<file path="src/rtl/led_stream_rx.sv">
// ============================================================================
// Module   : led_stream_rx
// Purpose  : LED-board serial link receiver (sclk/sdai/slat) with a
//            framebuffer write port and frame-completion status pulses.
// Options  : LED_RX_TIMEOUT_EN adds an idle timeout that discards partial frames.
// Revision : 1.0 - initial release
// ============================================================================
`default_nettype none

module led_stream_rx #(
  parameter int C_LEDBOARDS = 30,
  parameter int C_BPC       = 12,
  parameter int C_TIMEOUT   = 4096
) (
  input  logic                                 i_clk,
  input  logic                                 i_rst,
  input  logic                                 i_sclk,
  input  logic                                 i_sdai,
  input  logic                                 i_slat,
  output logic                                 o_wen,
  output logic [$clog2(C_LEDBOARDS*32)-1:0]    o_waddr,
  output logic [C_BPC-1:0]                     o_wdata,
  output logic                                 o_frame_ok,
  output logic                                 o_frame_err,
  output logic                                 o_busy
);

  localparam int c_channels = C_LEDBOARDS * 32;
  localparam int c_aw       = $clog2(c_channels);
  localparam int c_bw       = $clog2(C_BPC + 1);
  localparam int c_ww       = $clog2(c_channels + 1);

  localparam logic [1:0] c_st_idle = 2'd0;
  localparam logic [1:0] c_st_recv = 2'd1;
  localparam logic [1:0] c_st_done = 2'd2;

  localparam logic [c_aw-1:0] c_last_addr = c_aw'(c_channels - 1);

  generate
    if (C_BPC < 2 || C_TIMEOUT < 1 || C_LEDBOARDS < 1) begin : g_bad_cfg
      $error("led_stream_rx: unsupported parameter set");
    end
  endgenerate

  // [0]=sync1, [1]=sync2, [2]=edge-detect stage
  logic [2:0]        r_sclk_s;
  logic [2:0]        r_slat_s;
  logic [1:0]        r_sdai_s;

  logic [1:0]        r_state;
  logic [C_BPC-1:0]  r_shift;
  logic [c_bw-1:0]   r_bitcnt;
  logic [c_ww-1:0]   r_wordcnt;
  logic              r_ovf;

  logic              r_wen_p;
  logic              r_ok_p;
  logic              r_err_p;
  logic [c_aw-1:0]   r_waddr_p;
  logic [C_BPC-1:0]  r_wdata_p;

  logic              w_sclk_rise;
  logic              w_slat_rise;
  logic              w_sdai;
  logic [C_BPC-1:0]  w_word;
  logic              w_bit_last;
  logic              w_full;
  logic [c_aw-1:0]   w_addr;

  assign w_sclk_rise = r_sclk_s[1] & ~r_sclk_s[2];
  assign w_slat_rise = r_slat_s[1] & ~r_slat_s[2];
  assign w_sdai      = r_sdai_s[1];
  assign w_word      = {r_shift[C_BPC-2:0], w_sdai};
  assign w_bit_last  = (r_bitcnt == c_bw'(C_BPC - 1));
  assign w_full      = (r_wordcnt == c_ww'(c_channels));
  // First word on the link belongs to the farthest channel.
  assign w_addr      = c_last_addr - r_wordcnt[c_aw-1:0];
  assign o_busy      = (r_state == c_st_recv);

  always_ff @(posedge i_clk) begin
    if (i_rst) begin
      r_sclk_s <= '0;
      r_slat_s <= '0;
      r_sdai_s <= '0;
    end else begin
      r_sclk_s <= {r_sclk_s[1:0], i_sclk};
      r_slat_s <= {r_slat_s[1:0], i_slat};
      r_sdai_s <= {r_sdai_s[0], i_sdai};
    end
  end

`ifdef LED_RX_TIMEOUT_EN
  localparam int c_tw = $clog2(C_TIMEOUT + 1);
  logic [c_tw-1:0] r_idle;
  logic            w_timeout;

  assign w_timeout = (r_state == c_st_recv) && (r_idle == c_tw'(C_TIMEOUT - 1));

  always_ff @(posedge i_clk) begin
    if (i_rst || w_sclk_rise || w_slat_rise || w_timeout) begin
      r_idle <= '0;
    end else if (r_state == c_st_recv) begin
      r_idle <= r_idle + 1'b1;
    end
  end
`else
  logic w_timeout;
  assign w_timeout = 1'b0;
`endif

  // Events are staged one cycle so writes and frame pulses share a single output register.
  always_ff @(posedge i_clk) begin
    if (i_rst) begin
      r_state     <= c_st_idle;
      r_shift     <= '0;
      r_bitcnt    <= '0;
      r_wordcnt   <= '0;
      r_ovf       <= 1'b0;
      r_wen_p     <= 1'b0;
      r_ok_p      <= 1'b0;
      r_err_p     <= 1'b0;
      r_waddr_p   <= '0;
      r_wdata_p   <= '0;
      o_wen       <= 1'b0;
      o_waddr     <= '0;
      o_wdata     <= '0;
      o_frame_ok  <= 1'b0;
      o_frame_err <= 1'b0;
    end else begin
      o_wen       <= r_wen_p;
      o_waddr     <= r_waddr_p;
      o_wdata     <= r_wdata_p;
      o_frame_ok  <= r_ok_p;
      o_frame_err <= r_err_p;
      r_wen_p     <= 1'b0;
      r_ok_p      <= 1'b0;
      r_err_p     <= 1'b0;

      if (w_slat_rise) begin
        if (w_full && (r_bitcnt == '0) && !r_ovf) begin
          r_ok_p <= 1'b1;
        end else begin
          r_err_p <= 1'b1;
        end
        r_shift   <= '0;
        r_bitcnt  <= '0;
        r_wordcnt <= '0;
        r_ovf     <= 1'b0;
        r_state   <= c_st_done;
      end else if (w_sclk_rise) begin
        r_state <= c_st_recv;
        r_shift <= w_word;
        if (w_bit_last) begin
          r_bitcnt <= '0;
          if (w_full) begin
            r_ovf <= 1'b1;
          end else begin
            r_wen_p   <= 1'b1;
            r_wdata_p <= w_word;
            r_waddr_p <= w_addr;
            r_wordcnt <= r_wordcnt + 1'b1;
          end
        end else begin
          r_bitcnt <= r_bitcnt + 1'b1;
        end
      end else if (w_timeout) begin
        r_err_p   <= 1'b1;
        r_shift   <= '0;
        r_bitcnt  <= '0;
        r_wordcnt <= '0;
        r_ovf     <= 1'b0;
        r_state   <= c_st_idle;
      end else if (r_state == c_st_done) begin
        r_state <= c_st_idle;
      end
    end
  end

endmodule

`default_nettype wire
</file>
<file path="config.mk">
export PLATFORM = sky130hd
export DESIGN_NAME = led_stream_rx
export DESIGN_NICKNAME = d
export VERILOG_FILES = /design/src/rtl/led_stream_rx.sv
export SDC_FILE = /design/constraint.sdc
export NUM_CORES = 1
export LEC_CHECK = 0
export BUFFER_PORTS_ARGS = -buffer_cell sky130_fd_sc_hd__buf_2
export CAP_MARGIN = 20
export CORE_ASPECT_RATIO = 1.4
export CORE_MARGIN = 8
export CORE_UTILIZATION = 57
export CTS_CLUSTER_SIZE = 20
export DETAILED_ROUTE_END_ITERATION = 8
export GPL_ROUTABILITY_DRIVEN = 0
export PLACE_DENSITY = 0.78
export SYNTH_ARGS = -nofsm -noshare
export SYNTH_HDL_FRONTEND = slang
export SYNTH_SLANG_ARGS = --single-unit
</file>
<file path="constraint.sdc">
create_clock -name i_clk -period 3.3 [get_ports i_clk]
set_input_delay 0.165 -clock i_clk [delete_from_list [all_inputs] [get_ports i_clk]]
set_output_delay 0.165 -clock i_clk [all_outputs]
set_load 0.005 [all_outputs]
</file>
==> results of run 1 <==
## layer usage
metal / vias to the layer above / share of wire, %
li1: 1051 / -
met1: 968 / 41
met2: 37 / 53
met3: 8 / 4.6
met4: 0 / 1.5
met5: - / 0
## how the worst min path moves through the flow
stage                      start          end  slack [ns]  cells after the start
after floorplan            i_rst  r_slat_s[2]        0.25                      1
after global placement    i_sclk  r_sclk_s[0]        0.38                      2
after detailed placement  i_slat  r_slat_s[0]        0.38                      2
after CTS                 i_sclk  r_sclk_s[0]        0.01                      2
after global routing      i_sclk  r_sclk_s[0]        0.03                      2
final                     i_sclk  r_sclk_s[0]        0.02                      2
## cell usage after synthesis
master    count  area (sq um)
nand2b_1      2         12.51
and4_2        1         10.01
clkbuf_2      1         5.000
nor2_1       18         67.56
mux2_4        2         30.03
and4bb_4      1         16.27
and2_1        3         18.77
nand2_2       1         6.260
a21oi_1      20         100.1
nor3_4        1         16.27
ha_1          5         62.56
clkbuf_1      8         30.03
nand4_1       6         37.54
nand3_1       6         30.03
xor2_1        4         35.03
and2b_1      11         82.58
a21o_1        1         7.510
xnor2_1       3         26.28
or3_1         4         25.02
nor4_2        1         12.51
mux2i_1       1         10.01
and3_2        1         7.510
and3_1        1         6.260
buf_1         2         7.510
nand2_1      29         108.9
or4_1         1         7.510
dfxtp_1      86          1722
nand4b_1      1         8.760
nor2b_1      37         231.5
nor3_1        4         20.02
mux2_2       19         214.0
and2b_2       1         8.760
and4_1        1         8.760
inv_1         6         22.52
buf_6         4         45.04
or2_2         1         6.260
o31ai_1       1         7.510
o21ai_0       5         25.02
buf_2         2         10.01
a22o_1        1         8.760
## through the flow
step | cell area [sq um] | util [%] | setup WS (ns) | hold slack, ns
after floorplan | 3118 | - | 1.435 | 0.2484
after global placement | 3278 | 60.65 | 0.9819 | 0.3770
after detailed placement | 3278 | 60.65 | 0.9089 | 0.3811
after CTS | 3501 | 64.77 | 0.8724 | 0.01203
after global routing | 3501 | 64.77 | 0.7711 | 0.03236
final | 3501 | 64.77 | 0.8788 | 0.02435
## power by group through the flow
| stage | Sequential, uW | Combinational, uW | Clock [uW] |
|---|---|---|---|
| after floorplan | 1070 | 32.0 | 0 |
| after global placement | 1070 | 39.7 | 0 |
| after detailed placement | 1070 | 40.1 | 0 |
| after CTS | 1050 | 40.6 | 830 |
| after global routing | 1050 | 45.2 | 873 |
| final | 1050 | 39.7 | 814 |
## logic make-up after synthesis
| group | after synthesis | synth area share [%] |
|---|---|---|
| flops | 86 | 55.22 |
| xor+xnor | 7 | 1.966 |
| compound gates | 28 | 4.776 |
| fa+ha+maj | 5 | 2.006 |
| simple gates | 132 | 24.04 |
| buf+inv | 23 | 3.852 |
| mux | 22 | 8.146 |
## state kept, by name, indices dropped and copies added (netlist names), 2 cells and up
| name | count |
|---|---|
| r_wordcnt | 10 |
| o_waddr | 10 |
| r_sdai_s | 2 |
| r_shift | 11 |
| r_sclk_s | 3 |
| r_slat_s | 3 |
| r_bitcnt | 4 |
| o_wdata | 12 |
| r_wdata_p | 12 |
| r_waddr_p | 10 |
| r_state | 2 |
## cells in the final DEF (no fill, tap or decap), drive strengths merged, types with 2 or more instances in the layout
cell type	n
nand2b	2
clkbuf	12
and2	3
xnor2	3
or3	4
dfxtp	86
nor2	18
xor2	4
bufinv	2
nor3	5
a21oi	20
and3	2
inv	8
nor2b	37
nand4	6
and4	2
and2b	12
ha	5
nand3	6
nand2	30
buf	33
o21ai	5
mux2	21
## area by class of cell
type / count / share of cell area [%]
sequential: 86 / 49.18
multi-input combinational: 194 / 36.45
timing repair buffer: 33 / 4.932
clock buffer: 12 / 4.146
tap: 68 / 2.430
clock inverter: 4 / 2.216
inverter: 6 / 0.6433
==> flow_summary.json, run 1 <==
{
  "status": "finished clean",
  "seqCellArea_sq_um": 1722,
  "antenna_found_initial": 0,
  "min_period_ns": 2.421,
  "use_met3_pct": 5.104,
  "row_count": 32,
  "wirelength_um": 5256,
  "slew_headroom_pct": 62.56,
  "h-tree-depth": 3,
  "cp-end-kind": "register",
  "rsz0062_at_grt": "false",
  "grtUsageMet1_pct": 14.78,
  "place_inst": 387,
  "swShare_pct": 20.57,
  "cts_resized": 0,
  "syn_area_per_cell_sq_um": 10.29,
  "hpwlAfterDp_um": 3528,
  "clock_latency_ns": 0.35,
  "path_buf_inv": 2,
  "grt_pass1_wl_um": 9128,
  "internal_power_uw": 1510,
  "first_pass_iters": 4,
  "holdBufCountCts": 0,
  "combPwrFrac_pct": 2.1,
  "drtIter0Drc": 114,
  "cts.clk_slew.worst_paths_ns": 0.09,
  "crit_family": "simple AND/OR/NAND/NOR gates",
  "critPathLaunchType": "register",
  "maxCapViolations": 0,
  "postRouteAntennaNets": 0,
  "num_vias": 2064,
  "final_nets": 340,
  "coreArea_sq_um": 5405,
  "cp-endpoint": "r_wdata_p[9]",
  "power_uw": 1901,
  "cts_made_buffers": 9,
  "hold_class": "in2reg",
  "grt_max_degree": 35,
  "pwr-share-seq_pct": 55.1,
  "track_usage_pct": 13.82,
  "chipHeight_um": 103.5,
  "synthCells": 303,
  "fillers": 459,
  "overflow": 0,
  "clock_power_share_pct": 42.9,
  "reg2reg_to": "r_wdata_p[9]",
  "area_growth_pct": 12.28,
  "busiest_layer": "met2",
  "crit_type": "reg2reg",
  "rrSetupSlack_ns": 0.88,
  "multi_input_area_sq_um": 1276,
  "yosysUniqueCellTypes": 40,
  "vias_per_cell": 5.122,
  "synth_nets": 313,
  "finalNonFillerCells": 403,
  "hold_viol": 0,
  "r2r_cells": 7,
  "yosys_warnings": 0,
  "crit_required_ns": 3.54,
  "crit_cells": 7,
  "vdd_drop_max_uv": 285.8,
  "cp_slowest_stage_delay_ns": 0.52,
  "cts.sinks": 86,
  "clockRootBuffer": "clkbuf_8",
  "cp_data_arrival_time_ns": 2.66,
  "io_pins": 31,
  "crit_path_cell_trace": "inv_1 > ha_1 > and4_1 > and2_1 > nor3_4 > buf_4 > mux2_2",
  "drive_above_1_share_pct": 22.69,
  "antennaDiodeCount": 0,
  "path_max_fanout": 11,
  "numPortBuffers": 30,
  "drcViolationCount": 0,
  "ys_ff_latch": 86,
  "first_global_vias": 2047,
  "worstReg2RegStart": "r_wordcnt[0]",
  "cpMaxStageDelayCell": "nor3_4",
  "drv_slew": 0,
  "power.leakage_uw": 0.001463,
  "use_met2_pct": 23.11,
  "start_util_pct": 57.69,
  "finalSetupViolations": 0,
  "synth_area_sq_um": 3118,
  "cts_max_path_buffers": 2,
  "cts_tree": "yes",
  "dieArea_sq_um": 8127,
  "fmaxAchievable_mhz": 413.0,
  "fin_skew_ns": 0.01025,
  "fin_crit_sh_pct": 73.37,
  "wl_per_cell_um": 13.04,
  "cts_setup_buffers": 0,
  "die_w_um": 78.51,
  "synth_seq_area_share_pct": 55.22,
  "power_density_nw_per_um2": 542.9,
  "crit_start": "r_wordcnt[0]",
  "tightest_slew_ns": 0.5598,
  "setup_tns_ns": 0,
  "p_switching_uw": 390.9
}
Note: power is estimated with default switching activity, not from simulation.
==> run 2: changes to the inputs <==
==> constraint.sdc (replaced) <==
create_clock -name i_clk -period 2.4 [get_ports i_clk]
set_input_delay 0.12 -clock i_clk [delete_from_list [all_inputs] [get_ports i_clk]]
set_output_delay 0.12 -clock i_clk [all_outputs]
set_load 0.005 [all_outputs]
==> run 2 against run 1 <==
  * Final area up 0.36%
  * Utilization up 0.23 points
  * Critical path type unchanged
  * Die area unchanged
  * Global-route usage down 1.3 points
  * Worst hold slack better by 0.17 ns
  * Combinational power up 45%
  * Clock power up 22%
  * Non-clock buffer count up 4
==> flow_summary.json, run 2 (same netlist as run 1, synthesis figures left out) <==
{
  "status": "finished clean",
  "internal_power_uw": 1943,
  "tightest_slew_ns": 0.5185,
  "wirelength_um": 4849,
  "start_util_pct": 57.69,
  "cpMaxStageDelayCell": "dfxtp_1",
  "drcViolationCount": 0,
  "cp-end-kind": "register",
  "antenna_found_initial": 0,
  "r2r_cells": 7,
  "antennaDiodeCount": 0,
  "critPathLaunchType": "register",
  "wl_per_cell_um": 11.91,
  "path_max_fanout": 10,
  "cp_slowest_stage_delay_ns": 0.39,
  "fillers": 449,
  "finalSetupViolations": 0,
  "crit_required_ns": 2.64,
  "hold_viol": 0,
  "p_switching_uw": 543.7,
  "final_core_util_pct": 65.00,
  "holdBufCountCts": 3,
  "crit_type": "reg2reg",
  "crit_path_cell_trace": "inv_1 > ha_1 > and4_1 > and2_1 > nor3_4 > buf_4 > mux2_2",
  "h-tree-depth": 3,
  "clockRootBuffer": "clkbuf_8",
  "pwr-share-seq_pct": 57.8,
  "grt_pass1_wl_um": 8328,
  "swShare_pct": 21.86,
  "grt_max_degree": 36,
  "drive_above_1_share_pct": 23.01,
  "fin_crit_sh_pct": 82.54,
  "hold_class": "in2reg",
  "drtIter0Drc": 106,
  "overflow": 0,
  "maxCapViolations": 0,
  "chipHeight_um": 103.5,
  "reg.largest.list": "o_wdata x12, r_wdata_p x12, r_shift x11",
  "clock_power_share_pct": 39.9,
  "first_pass_iters": 4,
  "rsz0062_at_grt": "false",
  "power.leakage_uw": 0.001459,
  "io_pins": 31,
  "final_nets": 344,
  "min_period_ns": 1.981,
  "postRouteAntennaNets": 0,
  "numPortBuffers": 30,
  "path_buf_inv": 2,
  "dieArea_sq_um": 8127,
  "cts_tree": "yes",
  "track_usage_pct": 12.49,
  "crit_family": "simple AND/OR/NAND/NOR gates",
  "crit_cells": 7,
  "setup_tns_ns": 0,
  "hold-path-cell-count": 2,
  "row_count": 32,
  "cts_made_buffers": 9,
  "hpwlAfterDp_um": 3354,
  "area_growth_pct": 12.68,
  "cts.sinks": 86,
  "fmaxAchievable_mhz": 504.8,
  "power_density_nw_per_um2": 707.9,
  "first_global_vias": 1954,
  "cts_setup_buffers": 0,
  "combPwrFrac_pct": 2.3,
  "clock_latency_ns": 0.34,
  "slew_headroom_pct": 65.43,
  "mostFrequentLayoutCell": "dfxtp_1",
  "num_vias": 2011,
  "cp_data_arrival_time_ns": 2.22,
  "cts.clk_slew.worst_paths_ns": 0.09,
  "multi_input_area_sq_um": 1276,
  "power_uw": 2487,
  "coreArea_sq_um": 5405,
  "die_w_um": 78.51,
  "seqCellArea_sq_um": 1722,
  "mostFrequentLayoutCells": "dfxtp_1 (86), nor2b_1 (37), buf_2 (30)",
  "vdd_drop_max_uv": 593.1,
  "drv_slew": 0,
  "cts_max_path_buffers": 2,
  "vias_per_cell": 4.941,
  "cts_resized": 0,
  "fin_skew_ns": 0.006015
}
-- run 2: changes by cell type in the layout (fill, tap and decap cells not counted) --
cell / before / now
clkbuf_8: 10 / 9
clkbuf_1: 2 / 1
buf_4: 3 / 4
clkinvlp_4: 0 / 3
bufinv_16: 2 / 1
dlygate4sd3_1: 0 / 3
-- run 2: routing by layer --
layer	vias up	part of all wire (%)	global-route usage (%)
li1	1062	-	-
met1	916	45	13.25
met2	26	49	21.09
met3	7	4.5	4.325
met4	0	1.7	6.383
met5	-	0	0
-- run 2: worst paths after layout --
| path | start | end | slack, ns |
|---|---|---|---|
| worst max-delay path | r_wordcnt[0] | r_waddr_p[8] | 0.42 |
| worst min-delay path | i_rst | r_sclk_s[0] | 0.19 |
| worst max register to register | r_wordcnt[0] | r_waddr_p[8] | 0.42 |
| worst min register to register | r_err_p | o_frame_err | 0.44 |
-- run 2: final cells by class --
| class | instances | area share, % |
|---|---|---|
| multi-input combinational | 194 | 36.32 |
| sequential | 86 | 49.00 |
| clock buffer | 10 | 3.632 |
| tap | 68 | 2.422 |
| timing repair buffer | 37 | 5.983 |
| inverter | 6 | 0.6410 |
| clock inverter | 6 | 1.994 |
-- run 2: stage by stage --
step / hold WS (ns) / worst slack [ns] / cells / area, sq um
detailed placement: 0.3355 / 0.4213 / 388 / 3286
global route: 0.1907 / 0.2859 / 407 / 3513
floorplan: 0.2034 / 0.5348 / 303 / 3118
finish: 0.1920 / 0.4190 / 407 / 3513
global placement: 0.3266 / 0.4868 / 388 / 3286
CTS: 0.1832 / 0.4241 / 407 / 3513
-- run 2: power groups by stage --
stage | Combinational, uW | Sequential, uW | Clock [uW]
after detailed placement | 54.7 | 1470 | 0
final | 57.5 | 1440 | 991
after global routing | 64.3 | 1440 | 1080
after CTS | 58.6 | 1440 | 1020
after global placement | 54.6 | 1470 | 0
after floorplan | 44.0 | 1470 | 0
==> run 3: changes to the inputs <==
--- a/config.mk
+++ b/config.mk
@@ -9,11 +9,11 @@
 export CAP_MARGIN = 20
 export CORE_ASPECT_RATIO = 1.4
 export CORE_MARGIN = 8
-export CORE_UTILIZATION = 57
+export CORE_UTILIZATION = 52
 export CTS_CLUSTER_SIZE = 20
 export DETAILED_ROUTE_END_ITERATION = 8
 export GPL_ROUTABILITY_DRIVEN = 0
-export PLACE_DENSITY = 0.78
+export PLACE_DENSITY = 0.75
 export SYNTH_ARGS = -nofsm -noshare
 export SYNTH_HDL_FRONTEND = slang
 export SYNTH_SLANG_ARGS = --single-unit
==> constraint.sdc (replaced) <==
create_clock -name i_clk -period 1.6 [get_ports i_clk]
set_input_delay 0.08 -clock i_clk [delete_from_list [all_inputs] [get_ports i_clk]]
set_output_delay 0.08 -clock i_clk [all_outputs]
set_load 0.005 [all_outputs]
==> run 3 against run 2 <==
  * The run now ends with negative setup slack left
  * Sequential power is 50% higher
  * Clock power is 60% higher
  * First-iteration DRC count is 1.9% higher
  * Cell count is 9.1% higher
  * Register-to-register slack worse by 0.56 ns
  * Sequential share of layout area is 5.7 points lower
  * Fmax is 14% higher
  * Critical path type unchanged
  * Via count is 10% higher
  * Critical path depth stayed put
  * Combinational power is 86% higher
==> flow_summary.json, run 3 (same netlist as run 1, synthesis figures left out) <==
{
  "clockRootBuffer": "clkbuf_8",
  "status": "complete, but fails checks",
  "finalSetupViolations": 25,
  "path_max_fanout": 5,
  "drv_slew": 0,
  "cts.sinks": 86,
  "min_period_ns": 1.737,
  "h-tree-depth": 3,
  "mostFrequentLayoutCell": "dfxtp_1",
  "rrSetupSlack_ns": -0.14,
  "finalNonFillerCells": 444,
  "grt_max_degree": 32,
  "first_global_vias": 2174,
  "mostFrequentLayoutCells": "dfxtp_1 (80), nor2b_1 (37), buf_4 (32)",
  "r2r_cells": 7,
  "min-delay-start": "i_rst",
  "drtIter0Drc": 108,
  "cp-end-kind": "register",
  "chipHeight_um": 107.6,
  "antennaDiodeCount": 0,
  "cp_data_arrival_time_ns": 1.98,
  "dieArea_sq_um": 8765,
  "hpwlAfterDp_um": 3805,
  "slew_headroom_pct": 65.09,
  "holdPathEnd": "o_wen",
  "wl_per_cell_um": 13.39,
  "power_density_nw_per_um2": 964.0,
  "die_w_um": 81.45,
  "antenna_found_initial": 0,
  "cts_made_buffers": 9,
  "hold_viol": 0,
  "crit_required_ns": 1.84,
  "coreArea_sq_um": 5822,
  "place_inst": 413,
  "grt_pass1_wl_um": 9811,
  "fmaxAchievable_mhz": 575.8,
  "cts_tree": "yes",
  "hold-path-cell-count": 3,
  "vias_per_cell": 4.986,
  "cts.clk_slew.worst_paths_ns": 0.10,
  "overflow": 0,
  "tightest_slew_ns": 0.5236,
  "layout_setup_ws_ns": -0.1368,
  "power.leakage_uw": 0.001709,
  "numPortBuffers": 30,
  "cts_max_path_buffers": 2,
  "fin_crit_sh_pct": 108.6,
  "area_growth_pct": 28.21,
  "postRouteAntennaNets": 0,
  "pre_cts_ws_ns": -0.1958,
  "clock_latency_ns": 0.36,
  "violations": "negative setup slack",
  "fin_skew_ns": 0.01572,
  "reg2reg_to": "r_waddr_p[7]",
  "start_util_pct": 53.56,
  "rsz0062_at_grt": "true",
  "crit_type": "reg2reg",
  "first_pass_iters": 4,
  "row_count": 33,
  "drive_above_1_share_pct": 34.76,
  "reg.largest.list": "o_wdata x12, r_wdata_p x12, r_shift x11",
  "fillers": 393,
  "final_nets": 379,
  "io_pins": 31,
  "vdd_drop_max_uv": 774.9,
  "critPathLaunchType": "register",
  "num_vias": 2214,
  "maxCapViolations": 0,
  "drcViolationCount": 0,
  "wirelength_um": 5945,
  "worstReg2RegStart": "r_bitcnt[0]",
  "track_usage_pct": 14.29,
  "hold_class": "in2reg"
}
==> run 3: changes by cell type in the layout (fill, tap and decap cells not counted), sizes merged <==
cell	before	now
clkinvlp	3	2
buf	34	68
inv	8	9
clkinv	0	1
==> run 3: what timing repair did <==
item                                    4_1_cts  5_1_grt
resized for setup                            18       14
endpoints found under the hold margin         3        0
cloned                                        2        1
pin swaps                                     8        4
setup buffers                                 7        3
endpoints found under the setup margin       25       29
hold buffers                                  3        0
==> run 3: area by class of cell <==
type	count	area (sq um)	area share [%]
clock buffer	9	123.9	3.099
inverter	6	22.52	0.5634
tap	70	87.58	2.191
timing repair buffer	72	550.5	13.77
clock inverter	7	90.09	2.254
multi-input combinational	194	1394	34.87
sequential	86	1729	43.26
==> run 3: metrics by stage <==
| stage | hold WS [ns] | instance area [sq um] | utilization, % | total power (uW) | setup TNS, ns |
|---|---|---|---|---|---|
| CTS | 0.1231 | 3945 | 67.76 | 3877 | -2.204 |
| global route | 0.1567 | 3998 | 68.67 | 3995 | -3.491 |
| finish | 0.1319 | 3998 | 68.67 | 3854 | -2.437 |
| detailed placement | 0.3015 | 3527 | 60.58 | 2309 | -3.785 |
| global placement | 0.2926 | 3527 | 60.58 | 2307 | -2.514 |
| floorplan | 0.1634 | 3159 | - | 2274 | -4.344 |
==> run 3: per-layer routing <==
layer  vias up  wire [um]  track usage, %
met5         -          0               0
met4         0        112           6.410
met3         9        298           4.431
met2        44       2988           23.67
met1      1031       2545           16.20
li1       1130          -               -
==> run 3: where the power goes <==
part | total [uW] | internal (uW) | switching, uW
clock network | 1590 | 756 | 832
logic | 107 | 46.1 | 60.8
registers | 2160 | 2150 | 6.70
==> run 3: worst max path at each step <==
stage	slack (ns)	from	to
floorplan	-0.21	r_wordcnt[1]	r_waddr_p[2]
global placement	-0.13	r_wordcnt[1]	r_wdata_p[4]
detailed placement	-0.20	r_wordcnt[1]	r_wdata_p[8]
CTS	-0.11	r_bitcnt[1]	r_waddr_p[8]
global route	-0.17	r_bitcnt[0]	r_waddr_p[7]
finish	-0.14	r_bitcnt[0]	r_waddr_p[7]
==> run 3: worst max-delay path, stage by stage, from the launching register on <==
cell and delay [ns]:
dfxtp_2 0.36, ha_4 0.14, and4bb_4 0.26, nand2_4 0.07
nor3_4 0.20, buf_6 0.16, clkbuf_16 0.15, mux2_4 0.29
